$ cat src/rtl/lmsm_engine.sv
// ============================================================================
// lmsm_engine : load/store-multiple sequencer, one memory access per mask bit.
// Optional base-register write-back: define LMSM_BASE_WB_EN.      Rev 1.0
// ============================================================================
`default_nettype none

module lmsm_engine #(
  parameter int DATA_W    = 16,
  parameter int ADDR_W    = 16,
  parameter int NREGS     = 8,
  parameter int ADDR_STEP = 1,
  localparam int IDX_W    = $clog2(NREGS),
  localparam int CNT_W    = $clog2(NREGS + 1)
) (
  input  logic              clk,
  input  logic              reset_n,
  input  logic              start,
  input  logic              is_store,
  input  logic [NREGS-1:0]  mask,
  input  logic [ADDR_W-1:0] base_addr,
  input  logic [IDX_W-1:0]  base_reg,
  output logic              busy,
  output logic              done,
  output logic [CNT_W-1:0]  xfer_count,
  output logic [ADDR_W-1:0] mem_addr,
  output logic              mem_rd,
  output logic              mem_wr,
  output logic [DATA_W-1:0] mem_wdata,
  input  logic [DATA_W-1:0] mem_rdata,
  input  logic              mem_ready,
  output logic [IDX_W-1:0]  rf_raddr,
  input  logic [DATA_W-1:0] rf_rdata,
  output logic              rf_wen,
  output logic [IDX_W-1:0]  rf_waddr,
  output logic [DATA_W-1:0] rf_wdata
);

  typedef enum logic [1:0] {
    S_IDLE   = 2'd0,
    S_ACCESS = 2'd1,
    S_WB     = 2'd2,
    S_DONE   = 2'd3
  } state_e;

  state_e             state_q, state_d;
  logic [NREGS-1:0]   rem_q, rem_d;
  logic [ADDR_W-1:0]  ptr_q, ptr_d;
  logic               store_q, store_d;
  logic [CNT_W-1:0]   cnt_q, cnt_d;
  logic [IDX_W-1:0]   cur;
  logic [NREGS-1:0]   rem_next;
  state_e             last_state;

`ifdef LMSM_BASE_WB_EN
  logic [IDX_W-1:0]   base_reg_q, base_reg_d;
  logic [DATA_W-1:0]  wb_data;

  // Final pointer is zero-extended or truncated to the register width.
  if (DATA_W > ADDR_W) begin : g_wb_zext
    assign wb_data = {{(DATA_W - ADDR_W){1'b0}}, ptr_q};
  end else if (DATA_W == ADDR_W) begin : g_wb_same
    assign wb_data = ptr_q;
  end else begin : g_wb_trunc
    assign wb_data = ptr_q[DATA_W-1:0];
  end

  assign last_state = S_WB;
`else
  logic unused_base_reg;
  assign unused_base_reg = ^base_reg;
  assign last_state      = S_DONE;
`endif

  // Lowest set bit of the remaining mask selects the current register.
  always_comb begin
    cur = '0;
    for (int i = NREGS - 1; i >= 0; i--) begin
      if (rem_q[i]) cur = IDX_W'(i);
    end
  end

  assign rem_next   = rem_q & (rem_q - {{(NREGS-1){1'b0}}, 1'b1});
  assign xfer_count = cnt_q;

  always_comb begin
    state_d   = state_q;
    rem_d     = rem_q;
    ptr_d     = ptr_q;
    store_d   = store_q;
    cnt_d     = cnt_q;
    busy      = 1'b0;
    done      = 1'b0;
    mem_addr  = '0;
    mem_rd    = 1'b0;
    mem_wr    = 1'b0;
    mem_wdata = '0;
    rf_raddr  = '0;
    rf_wen    = 1'b0;
    rf_waddr  = '0;
    rf_wdata  = '0;
`ifdef LMSM_BASE_WB_EN
    base_reg_d = base_reg_q;
`endif
    case (state_q)
      S_IDLE: begin
        if (start) begin
          rem_d   = mask;
          ptr_d   = base_addr;
          store_d = is_store;
          cnt_d   = '0;
`ifdef LMSM_BASE_WB_EN
          base_reg_d = base_reg;
`endif
          state_d = (mask != '0) ? S_ACCESS : last_state;
        end
      end
      S_ACCESS: begin
        busy     = 1'b1;
        mem_addr = ptr_q;
        rf_raddr = cur;
        if (store_q) begin
          mem_wr    = 1'b1;
          mem_wdata = rf_rdata;
        end else begin
          mem_rd = 1'b1;
        end
        if (mem_ready) begin
          if (!store_q) begin
            rf_wen   = 1'b1;
            rf_waddr = cur;
            rf_wdata = mem_rdata;
          end
          rem_d = rem_next;
          ptr_d = ptr_q + ADDR_W'(ADDR_STEP);
          cnt_d = cnt_q + CNT_W'(1);
          if (rem_next == '0) state_d = last_state;
        end
      end
`ifdef LMSM_BASE_WB_EN
      S_WB: begin
        busy     = 1'b1;
        rf_wen   = 1'b1;
        rf_waddr = base_reg_q;
        rf_wdata = wb_data;
        state_d  = S_DONE;
      end
`endif
      S_DONE: begin
        done    = 1'b1;
        state_d = S_IDLE;
      end
      default: state_d = S_IDLE;
    endcase
  end

  always_ff @(posedge clk or negedge reset_n) begin
    if (!reset_n) begin
      state_q <= S_IDLE;
      rem_q   <= '0;
      ptr_q   <= '0;
      store_q <= 1'b0;
      cnt_q   <= '0;
    end else begin
      state_q <= state_d;
      rem_q   <= rem_d;
      ptr_q   <= ptr_d;
      store_q <= store_d;
      cnt_q   <= cnt_d;
    end
  end

`ifdef LMSM_BASE_WB_EN
  always_ff @(posedge clk or negedge reset_n) begin
    if (!reset_n) base_reg_q <= '0;
    else          base_reg_q <= base_reg_d;
  end
`endif

endmodule

`default_nettype wire

$ cat config.mk
export PLATFORM = sky130hd
export DESIGN_NAME = lmsm_engine
export DESIGN_NICKNAME = d
export VERILOG_FILES = /design/src/rtl/lmsm_engine.sv
export SDC_FILE = /design/constraint.sdc
export NUM_CORES = 1
export LEC_CHECK = 0
export BUFFER_PORTS_ARGS = -buffer_cell sky130_fd_sc_hd__buf_2
export CAP_MARGIN = 20
export CORE_MARGIN = 2
export CORE_UTILIZATION = 45
export CTS_BUF_LIST = sky130_fd_sc_hd__clkbuf_8
export CTS_CLUSTER_DIAMETER = 200
export DETAILED_ROUTE_END_ITERATION = 10
export HOLD_SLACK_MARGIN = 0.1
export PLACE_DENSITY = 0.85
export SYNTH_ARGS = -nofsm -noshare
export SYNTH_HDL_FRONTEND = slang
export SYNTH_SLANG_ARGS = --single-unit
$ cat constraint.sdc
create_clock -name clk -period 2 [get_ports clk]
set_input_delay 0.4 -clock clk [delete_from_list [all_inputs] [get_ports clk]]
set_output_delay 0.4 -clock clk [all_outputs]
set_load 0.005 [all_outputs]
# After elaboration in Yosys (flattened, before gate mapping)
# Index checks and enable logic that the tools add are counted.
[classes]
mux = 40
shifts = 0
n_bitwise = 1
n_reduce_logical = 7
div_mod_pow = 0
n_eq_ne = 5
multipliers = 0
order_cmp = 0
add_sub_neg = 3
[ops]
columns = ["op", "count"]
rows = [
  ["$mux 16", 8],
  ["$mux 3", 12],
  ["$pmux 16 s2", 1],
  ["$add 16x1->16 const B", 1],
  ["$mux 8", 2],
  ["$pmux 8 s2", 1],
  ["$and 8x8->8", 1],
  ["$logic_not 8->1", 1],
  ["$mux 1", 8],
  ["$mux 2", 4],
  ["$mux 4", 2],
  ["$pmux 4 s2", 1],
  ["$reduce_bool 8->1", 1],
  ["$sub 8x1->8 const B", 1],
  ["$ne 2x2->1 const B", 3],
  ["$reduce_and 3->1", 2],
  ["$add 4x1->4 const B", 1],
  ["$pmux 2 s2", 1],
  ["$eq 2x1->1 const B", 1],
  ["$eq 2x2->1 const B", 1],
  ["$logic_not 2->1", 1],
  ["$reduce_and 2->1", 1],
  ["$reduce_bool 2->1", 1],
]
[word_totals]
inputBits = 64
memories = 0
ramBits = 0
latchBits = 0
out_inout_bits = 63
mem_bits_ro = 0
register_bits = 31
wordCells = 61

# Depth between registers and ports, before layout
[logic_depth]
depth_word = 11
depth_mapped = 7
mapped_depth_nobuf = 5

# Worst setup path before layout
# Ideal clock, no wire load.
[synth_path]
path_type = "register -> output"
start = "reg state_q[1]"
end = "out mem_wdata[10]"
t_required_ps = 1600
arrival_time_ps = 1501
path_buffers = 3
path_stages_with_launch = 7
slack_ps = 99
cell_sequence = "dfrtp_1 -> nand2b_1 -> clkbuf_1 -> inv_2 -> clkbuf_1 -> clkbuf_1 -> and3_1"
[synth_between]
elab_chain_len = 2
[synth_lines]
columns = ["item", "line_no", "source"]
rows = [
  ["from (decl)", "45", "state_e state_q, state_d;"],
  ["from (signal assigned)", "164", "state_q <= state_d;"],
  ["$eq 2x1->1", "104", "case (state_q)"],
  ["$mux 16", "104", ""],
  ["to (decl)", "28", "output logic [DATA_W-1:0] mem_wdata,"],
]
# No other way between the ends.

# Worst setup path in the final report
[layout_path]
start = "reg rem_q[1]"
end = "out rf_waddr[2]"
[layout_between]
elab_chain_len = 5
[layout_lines]
columns = ["item", "line_no", "source"]
rows = [
  ["from (decl)", "46", "logic [NREGS-1:0] rem_q, rem_d;"],
  ["from (signal assigned)", "165", "rem_q <= rem_d;"],
  ["$mux 3 (2 in a row)", "78", "if (rem_q[i]) cur = IDX_W'(i);"],
  ["$mux 3", "128", "if (!store_q) begin"],
  ["$mux 3", "127", "if (mem_ready) begin"],
  ["$mux 3", "104", ""],
  ["to (decl)", "34", "output logic [IDX_W-1:0] rf_waddr,"],
]
# No other way between the ends.

==> results.toml <==
[cells_and_area]
finish.utilization_pct = 66.6
area_delta_synth_final_pct = 43.9
final_nets = 468
drive_gt1_share_pct = 42.2
diodes = 0

[routing]
vias = 2490
post-route-drc-count = 0
wl_per_cell_um = 14.3
routed_wl_um = 6540
routed_via_density = 5.45
drt_iter0_drc = 130
first_pass_iters = 4
ant_nets = 0

[global_route]
overflow = 0
grt_max_degree = 32
grt_pass1_vias = 2210
grt_pass1_wl_um = 10200
antenna_found_initial = 0
grtUsageTotal_pct = 24.6

[timing]
fin_ws_ns = -0.0361
rsz0062_at_grt = "true"
fin_crit_ns = 2.04
max_slew_margin_pct = 54.2
setup_viol = 1
finalMaxSlewViolations = 0
skew_ns = 0.00292
max_freq_mhz = 491
post-route-period-util_pct = 102
final_hold_viol_count = 0
worst_pin_slew_ns = 0.687

[yosys]
ys_types = 52
synth-seq-cells = 31
synthArstFlopShare_pct = 100
syn_nets = 335
avgSynthCellArea_um2 = 8.01
synth_cells = 269
ys.warnings.count = 0
synth-edff-count = 0
yosysSeqAreaShare_pct = 36.0
yosys_most_used_dff = "dfrtp_1"
synth_area_mm2 = 0.00216

[clock_network]
clockBufferDepth = 2
postCtsHoldBufs = 0
clk_pin_slew_ns = 0.07
clock_sinks = 31
htree_levels = 2
insertion_delay_ns = 0.28
cts-root-buf = "clkbuf_8"
numCtsBuffers = 5
cts_tree = "done"

[worst_hold_path]
hp-class = "in2async"

[worst_setup_path]
cp_max_fo = 2
path_class = "reg2out"
worst-path-buf-inv = 1
crit_slowest_cell = "or4_4"
reg2reg_slack_ns = 0.14
cp-end-kind = "primary output"
cp_top_family = "simple AND/OR/NAND/NOR gates"
critical_path_arrival_ns = 1.64
max_stage_delay_ns = 0.54
startpoint_type = "flop"
worstPathCellList = "or4_4 > a21o_1 > nor3_2 > buf_2"
cp.required_ns = 1.60

[placement]
portBuffers = 123
pre_cts_ws_ns = 0.122
dp.final_hpwl_um = 4980
gp_congestion = 0.894

[run_status]
violations = "setup timing"
status = "finished with violations"

[floorplan]
fp.dieW_um = 73.2
row_count = 25
start_util_pct = 46.3
dieArea_mm2 = 0.00536
fp.dieH_um = 73.2
io_pins = 127
coreArea_mm2 = 0.00466

[flow_run]
maxCapViolations = 0

[pwr]
ir_drop_mv = 0.805
power.density_mw_per_mm2 = 1580
p_leak_nw = 1.67
==> registers in the layout (all words and copies together), names as in the netlist <==
register and count:
ptr_q 16, rem_q 8, store_q 1, xfer_count 4
state_q 2
==> path summary, 6_finish.rpt <==
| check | from | to | cells after the start |
|---|---|---|---|
| setup / recovery | rem_q[1]$_DFFE_PN0P_ | rf_waddr[2] | 4 |
| hold / removal | reset_n | ptr_q[12]$_DFFE_PN0P_ | 1 |
| setup reg to reg | rem_q[3]$_DFFE_PN0P_ | state_q[1]$_DFFE_PN0P_ | 5 |
| hold reg to reg | ptr_q[15]$_DFFE_PN0P_ | ptr_q[15]$_DFFE_PN0P_ | 2 |
| max in group asynchronous | reset_n | store_q$_DFFE_PN0P_ | 1 |
| min in group clk | is_store | store_q$_DFFE_PN0P_ | 3 |
==> synth_stat cells (all sizes together), types with 5 or more instances <==
master,number,area [µm²]
o22ai,5,31.3
clkbuf,15,66.3
nor4,6,37.5
a21oi,23,115
a2bb2oi,5,43.8
nand2,24,90.1
and2,31,195
dfrtp,31,776
o21ai,14,70.1
inv,9,33.8
nor2,22,82.6
nand3,8,45.0
and3,20,126
a22o,7,61.3
==> layer usage <==
layer	up-vias	wire length [µm]	track usage, %
met5	-	0	0
met4	0	136	9.88
met3	18	324	4.42
met2	96	3130	37.7
met1	1142	2950	34.1
li1	1234	-	-
==> logic make-up (layout without fill, tap and decap cells) <==
group | Yosys count | in the layout | synth area share (%)
AO/OA/AOI/OAI | 75 | 75 | 22.7
AND/OR/NAND/NOR | 131 | 131 | 33.4
XOR/XNOR | 2 | 2 | 0.813
flip-flops | 31 | 31 | 36.0
adder cells (fa/ha/maj) | 3 | 3 | 1.62
multiplexers | 1 | 1 | 0.464
buffers and inverters | 26 | 160 | 5.05
==> where the power goes <==
group	leakage, nW	switching [mW]	total, mW	internal, mW
clock network	0.0505	0.243	0.556	0.313
logic	1.25	1.54	3.04	1.50
registers	0.371	0.375	1.31	0.930
==> layout make-up <==
class                      instances  area, µm²
fill                             402       1560
sequential                        31        777
inverter                           9       36.3
clock inverter                     1       7.51
clock buffer                       7       96.3
timing repair buffer             143        811
multi-input combinational        212       1310
tap                               54       67.6
==> layout by cell type, fill, tap and decap left out, types with 6 or more instances in the layout <==
| cell type | count |
|---|---|
| a21oi_1 | 22 |
| nor4_1 | 6 |
| inv_1 | 7 |
| clkbuf_8 | 7 |
| nand3_1 | 7 |
| dfrtp_1 | 30 |
| buf_2 | 123 |
| nor2_1 | 22 |
| nand2_1 | 24 |
| and3_1 | 19 |
| a22o_1 | 7 |
| and2_1 | 30 |
| buf_4 | 15 |
| o21ai_0 | 14 |
==> worst reg2reg max path, cell delays in order, from the launching register on <==
cell,delay (ns)
dfrtp_1,0.38
buf_4,0.16
nor4_1,0.42
nand2_1,0.11
maj3_1,0.36
o32ai_1,0.33
==> metrics by stage <==
step / hold slack (ns) / setup TNS (ns) / instances / area (µm²) / power, mW
detailed placement: 0.488 / 0 / 445 / 2920 / 4.14
global placement: 0.482 / 0 / 445 / 2920 / 4.04
global route: 0.216 / -0.595 / 457 / 3100 / 5.35
finish: 0.157 / -0.0361 / 457 / 3100 / 4.90
floorplan: 0.104 / 0 / 269 / 2160 / 2.99
CTS: 0.182 / -0.0723 / 456 / 3060 / 4.81
==> timing repair <==
item,in CTS,in global routing
endpoints found under the setup margin,8,46
buffers inserted,3,1
gates resized for setup,3,10
pin swaps,2,1
Note: power is estimated with default switching activity, not from simulation.
